--- config.mk ---
export PLATFORM = sky130hd
export DESIGN_NAME = dmem_arbiter
export DESIGN_NICKNAME = d
export VERILOG_FILES = /design/src/rtl/dmem_arbiter_pkg.sv /design/src/rtl/dmem_arb_pick.sv /design/src/rtl/dmem_arbiter.sv
export SDC_FILE = /design/constraint.sdc
export NUM_CORES = 1
export LEC_CHECK = 0
export ABC_AREA = 1
export ABC_CLOCK_PERIOD_IN_PS = 2350
export CORE_MARGIN = 2
export CORE_UTILIZATION = 41
export CTS_CLUSTER_DIAMETER = 150
export DETAILED_ROUTE_END_ITERATION = 10
export GPL_ROUTABILITY_DRIVEN = 0
export HOLD_SLACK_MARGIN = 0.15
export PLACE_DENSITY = 0.8
export SYNTH_ARGS = -nofsm -noshare
export SYNTH_HDL_FRONTEND = slang
export SYNTH_SLANG_ARGS = --single-unit
--- constraint.sdc ---
create_clock -name clock -period 2.35 [get_ports clock]
set_input_delay 0.47 -clock clock [delete_from_list [all_inputs] [get_ports clock]]
set_output_delay 0.47 -clock clock [all_outputs]
set_load 0.02 [all_outputs]
--- src/rtl/dmem_arbiter_pkg.sv ---
// Shared encodings for the data-memory arbiter: FSM states and access owner IDs.
package dmem_arbiter_pkg;

  localparam int DATA_W = 16;
  localparam int ADDR_W = 16;

  typedef enum logic {
    ST_IDLE = 1'b0,
    ST_ACC  = 1'b1
  } state_t;

  typedef enum logic {
    OWN_CPU = 1'b0,
    OWN_DBG = 1'b1
  } owner_t;

endpackage

--- src/rtl/dmem_arb_pick.sv ---
// Combinational winner select: eligibility, starvation override, CPU priority.
module dmem_arb_pick #(
  parameter int MAX_WAIT = 4,
  parameter int WAIT_W   = 3
) (
  input  logic              cpu_req,
  input  logic              dbg_req,
  input  logic              cpu_ack,
  input  logic              dbg_ack,
  input  logic              cpu_busy,
  input  logic              dbg_busy,
  input  logic [WAIT_W-1:0] wait_cnt,
  output logic              win,
  output logic              win_dbg,
  output logic              dbg_elig
);

  logic cpu_elig;
  logic starve;

  always_comb begin
    cpu_elig = cpu_req & ~cpu_busy & ~cpu_ack;
    dbg_elig = dbg_req & ~dbg_busy & ~dbg_ack;
    starve   = dbg_elig & (wait_cnt == WAIT_W'(MAX_WAIT));
    win      = cpu_elig | dbg_elig;
    win_dbg  = starve | (~cpu_elig & dbg_elig);
  end

endmodule

--- src/rtl/dmem_arbiter.sv ---
// Two-requester data-memory arbiter: one registered access per cycle, CPU priority,
// bounded debug starvation, one-cycle ack with registered read data.
module dmem_arbiter
  import dmem_arbiter_pkg::*;
#(
  parameter int MAX_WAIT = 4,
  parameter int WAIT_W   = 3
) (
  input  logic        clock,
  input  logic        reset,
  input  logic        cpu_req,
  input  logic        cpu_we,
  input  logic [15:0] cpu_addr,
  input  logic [15:0] cpu_wdata,
  output logic        cpu_ack,
  output logic [15:0] cpu_rdata,
  output logic        cpu_stall,
  input  logic        dbg_req,
  input  logic        dbg_we,
  input  logic [15:0] dbg_addr,
  input  logic [15:0] dbg_wdata,
  output logic        dbg_ack,
  output logic [15:0] dbg_rdata,
  output logic        mem_re,
  output logic        mem_we,
  output logic [15:0] mem_addr,
  output logic [15:0] mem_wdata,
  input  logic [15:0] mem_rdata
);

  state_t                    state, state_nxt;
  owner_t                    gnt;
  logic [WAIT_W-1:0]         wait_cnt;
  logic                      we_p1;
  logic signed [ADDR_W-1:0]  addr_p1;
  logic signed [DATA_W-1:0]  wdata_p1;
  logic                      win, win_dbg, dbg_elig;
  logic                      cpu_busy, dbg_busy;

  assign cpu_busy  = (state == ST_ACC) && (gnt == OWN_CPU);
  assign dbg_busy  = (state == ST_ACC) && (gnt == OWN_DBG);
  assign cpu_stall = cpu_req & ~cpu_ack;

  dmem_arb_pick #(
    .MAX_WAIT(MAX_WAIT),
    .WAIT_W  (WAIT_W)
  ) u_pick (
    .cpu_req (cpu_req),
    .dbg_req (dbg_req),
    .cpu_ack (cpu_ack),
    .dbg_ack (dbg_ack),
    .cpu_busy(cpu_busy),
    .dbg_busy(dbg_busy),
    .wait_cnt(wait_cnt),
    .win     (win),
    .win_dbg (win_dbg),
    .dbg_elig(dbg_elig)
  );

  always_comb begin
    state_nxt = win ? ST_ACC : ST_IDLE;
    mem_re    = 1'b0;
    mem_we    = 1'b0;
    mem_addr  = '0;
    mem_wdata = '0;
    if (state == ST_ACC) begin
      mem_re    = ~we_p1;
      mem_we    = we_p1;
      mem_addr  = addr_p1;
      mem_wdata = wdata_p1;
    end
  end

  // p0 -> p1: winner's request captured onto the memory port
  always_ff @(posedge clock or negedge reset) begin
    if (!reset) begin
      state    <= ST_IDLE;
      gnt      <= OWN_CPU;
      wait_cnt <= '0;
    end else begin
      state <= state_nxt;
      if (win) gnt <= win_dbg ? OWN_DBG : OWN_CPU;
      if (!dbg_req || (win && win_dbg)) wait_cnt <= '0;
      else if (dbg_elig && (wait_cnt != WAIT_W'(MAX_WAIT))) wait_cnt <= wait_cnt + WAIT_W'(1);
    end
  end

  always_ff @(posedge clock) begin
    if (win) begin
      we_p1    <= win_dbg ? dbg_we    : cpu_we;
      addr_p1  <= win_dbg ? dbg_addr  : cpu_addr;
      wdata_p1 <= win_dbg ? dbg_wdata : cpu_wdata;
    end
  end

  // p1 -> p2: access completes, owner gets ack and (for reads) data
  always_ff @(posedge clock or negedge reset) begin
    if (!reset) begin
      cpu_ack   <= 1'b0;
      dbg_ack   <= 1'b0;
      cpu_rdata <= '0;
      dbg_rdata <= '0;
    end else begin
      cpu_ack <= cpu_busy;
      dbg_ack <= dbg_busy;
      if (cpu_busy && !we_p1) cpu_rdata <= mem_rdata;
      if (dbg_busy && !we_p1) dbg_rdata <= mem_rdata;
    end
  end

endmodule

==> qor.csv, run 1 <==
stage;metric;value;unit
drt;via_per_inst;4.65;
synth;ys_ff_latch;72;
synth;synth-compound-area-share;0.0502;
placed_design;io_buffers;154;
synth;ys_async_sr_fraction;0.542;
synth;synthesis.instances;377;
synth;synth_edf_count;33;
drt;drtIter0Drc;164;
status;status;completed;
timing;tightest_slew;0.847;ns
floorplanning;dieArea;8760;um^2
timing;drv_slew;0;
pwr;p_per_area;1330;nW/um^2
synth;yosys.area_share.simple;0.239;
synth;synthMuxAreaShare;0;
global_routing;antenna_found_initial;0;
finish;fill_cells;644;
clock_tree;cts_buffers;9;
worst_setup_path;crit_fanout;2;
finish;final_area;5130;um^2
pwr;combPwrFrac;0.527;
global_routing;grt_pass1_vias;3037;
timing;final-setup-viol-count;0;
clock_tree;cts-root-buf;clkbuf_8;
placed_design;dpl-instance-area;4910;um^2
synth;synth_most_common_cell;nand2_1;
clock_tree;clk_latency;0.34;ns
drt;remaining_drc_errors;0;
clock_tree;clk_pin_slew_worst_paths;0.08;ns
drt;first_pass_iters;4;
pwr;internal-power;4.05;mW
timing;rsz0062_at_grt;false;
worst_setup_path;endpoint_kind;output pin;
timing;period_share;0.934;
synth;yosysUniqueCellTypes;21;
global_routing;grt_pass1_wl;14100;um
synth;synth_commonest_cells;nand2_1 (142), inv_1 (58), dfrtp_1 (39), nand3_1 (35), edfxtp_1 (33);
worst_setup_path;required;1.88;ns
finish;syn2layout_area_growth;55.7;%
floorplanning;die_w;93.6;um
finish;finalNetCount;621;
pwr;vdd_drop_max;598;uV
pwr;p_sw_frac;0.407;
timing;min_period;2.19;ns
synth;yosys-top-cells-area;edfxtp_1 (30%), dfrtp_1 (30%), nand2_1 (16%), inv_1 (6.6%), nand3_1 (5.3%);
global_routing;grtUsageTotal;0.205;
drt;wirelength;8690;um
synth;synth_flop_cell;dfrtp_1;
timing;final.setup.tns;0;ns
global_routing;grt_max_degree;40;
worst_setup_path;cp_data_arrival_time;1.72;ns
finish;diodes;0;
synth;avgSynthCellArea;8.74;um^2
synth;yosys_warnings;0;
worst_setup_path;setup.worst_path.start_class;input pin;
timing;finalHoldViolCount;0;
pwr;power.switching;2.78;mW
floorplanning;rows;32;
pwr;power_leakage;2.53;nW
placed_design;pre_cts_ws;0.168;ns
drt;avgRoutedWirePerCell;13.6;um
synth;synth_area;3290;um^2
pwr;seq_power_share;0.337;
clock_tree;cts_buffer_depth;2;
clock_tree;h-tree-depth;3;
synth;synth_fp_nets;465;
floorplanning;io_pins;155;
timing;finalWorstSetupSlack;0.156;ns
placed_design;hpwl;6380;um
synth;synth_top_area_share;0.301;
synth;synth_fa_ha_area_frac;0.00760;
clock_tree;tritoncts;built;
synth;synth_top_family_by_area;simple AND/OR/NAND/NOR gates;
flow_run;cap_violations;0;
timing;fmax;456;MHz
floorplanning;core_area;7770;um^2
hold_path;hold_path_class;input pin to async pin;
floorplanning;chipHeight;93.6;um
pwr;clock_power_share;0.136;
floorplanning;floorplan.initialDensity;0.424;
clock_tree;cts.sinks;72;
synth;synth_xor_area_frac;0.00266;
timing;slew_headroom;0.436;
finish;fin_cells;640;
worst_setup_path;criticalPathCategory;input pin to output pin;
synth;seq_area_frac_synth;0.597;
global_routing;gr-total-overflow;0;
placed_design;dp.cells;621;
finish;drive_gt1_frac;0.0669;
drt;ant_nets;0;
drt;vias;2973;
synth;yosysTopAreaCell;edfxtp_1;
timing;fin_worst_skew;0.0115;ns
[per-stage QoR]
| stage | power (mW) | hold slack [ns] | util |
|---|---|---|---|
| final | 6.83 | 0.225 | 0.660 |
| after global routing | 7.30 | 0.302 | 0.660 |
| after CTS | 6.84 | 0.265 | 0.657 |
| after detailed placement | 5.91 | 0.472 | 0.633 |
| after global placement | 5.80 | 0.467 | 0.633 |
| after floorplan | 4.23 | 0.174 | - |
[sequential cells by signal (all words and copies together), names as in the netlist]
register and count:
addr_p1 16, cpu_rdata 16, dbg_rdata 16, wdata_p1 16, wait_cnt 3, cpu_ack 1
dbg_ack 1, gnt 1, state 1, we_p1 1
[critical path, stage by stage]
cell and delay, ns:
clkdlybuf4s50_1 0.46, inv_1 0.03, nor2_1 0.13, clkdlybuf4s50_1 0.64
[cells in the final DEF (no fill, tap or decap), types with 2 or more instances in the layout]
| cell | netlist | layout |
|---|---|---|
| buf_4 | 1 | 9 |
| nand3_1 | 35 | 35 |
| dfrtp_1 | 39 | 38 |
| nand2_2 | 2 | 2 |
| clkinv_2 | 1 | 3 |
| nand3_2 | 2 | 2 |
| nand2_1 | 142 | 142 |
| ha_1 | 2 | 2 |
| clkdlybuf4s50_1 | 0 | 153 |
| clkinvlp_4 | 0 | 2 |
| clkbuf_8 | 0 | 10 |
| inv_1 | 58 | 58 |
| o21ai_0 | 32 | 32 |
| edfxtp_1 | 33 | 33 |
| inv_2 | 2 | 2 |
| nor2_1 | 5 | 5 |
[timing repair]
item / 4_1_cts / 5_1_grt
setup buffers: 0 / 3
hold buffers: 0 / 0
resized for setup: 1 / 0
setup endpoints to repair: 27 / 18
pin swaps: 0 / 0
[cell families after synthesis]
logic type	after synthesis
DFF	72
adders and majority gates	2
and+or+nand+nor	189
xor gates and xnor gates	1
buffers and inverters	80
AOI/OAI and AO/OA	33
[power groups by stage]
stage	clock [mW]	sequential [mW]	combinational, mW
floorplan	0	2.64	1.59
global placement	0	2.31	3.49
detailed placement	0	2.35	3.56
CTS	0.941	2.33	3.57
global route	1.00	2.37	3.92
finish	0.930	2.30	3.60
[area by class of cell]
class	instances	area (um^2)	share of cell area
clock buffers	11	163	0.0317
clock inverters	5	28.8	0.00561
inverters	61	230	0.0449
multi-input cells	225	987	0.192
flip-flops and latches	72	1970	0.384
well taps	102	128	0.0249
repair buffers	164	1620	0.317
[routing by layer]
layer	part of all wire	global-route usage	up-vias	wire length, um
li1	-	-	1478	-
met1	0.40	0.247	1387	3460
met2	0.54	0.366	92	4660
met3	0.043	0.0298	16	374
met4	0.022	0.0870	0	195
met5	0	0	-	0
[path summary, 6_finish.rpt]
path	start	end	slack [ns]	cells past startpoint
max in group asynchronous	reset	state	1.52	1
hold reg to reg	cpu_rdata[8]	cpu_rdata[8]	0.49	2
setup / recovery	cpu_req	cpu_stall	0.16	4
min in group clock	cpu_rdata[8]	cpu_rdata[8]	0.49	2
hold / removal	reset	dbg_rdata[8]	0.23	1
setup reg to reg	state	wdata_p1[15]	0.67	7
No activity file was read; power rests on OpenSTA's default activity.
==> run 2: changes to the inputs <==
Settings changed: HOLD_SLACK_MARGIN 0.15 to 0.08.
==> results of run 2 <==
The final DEF is identical to that of run 1; final timing and power are the same.
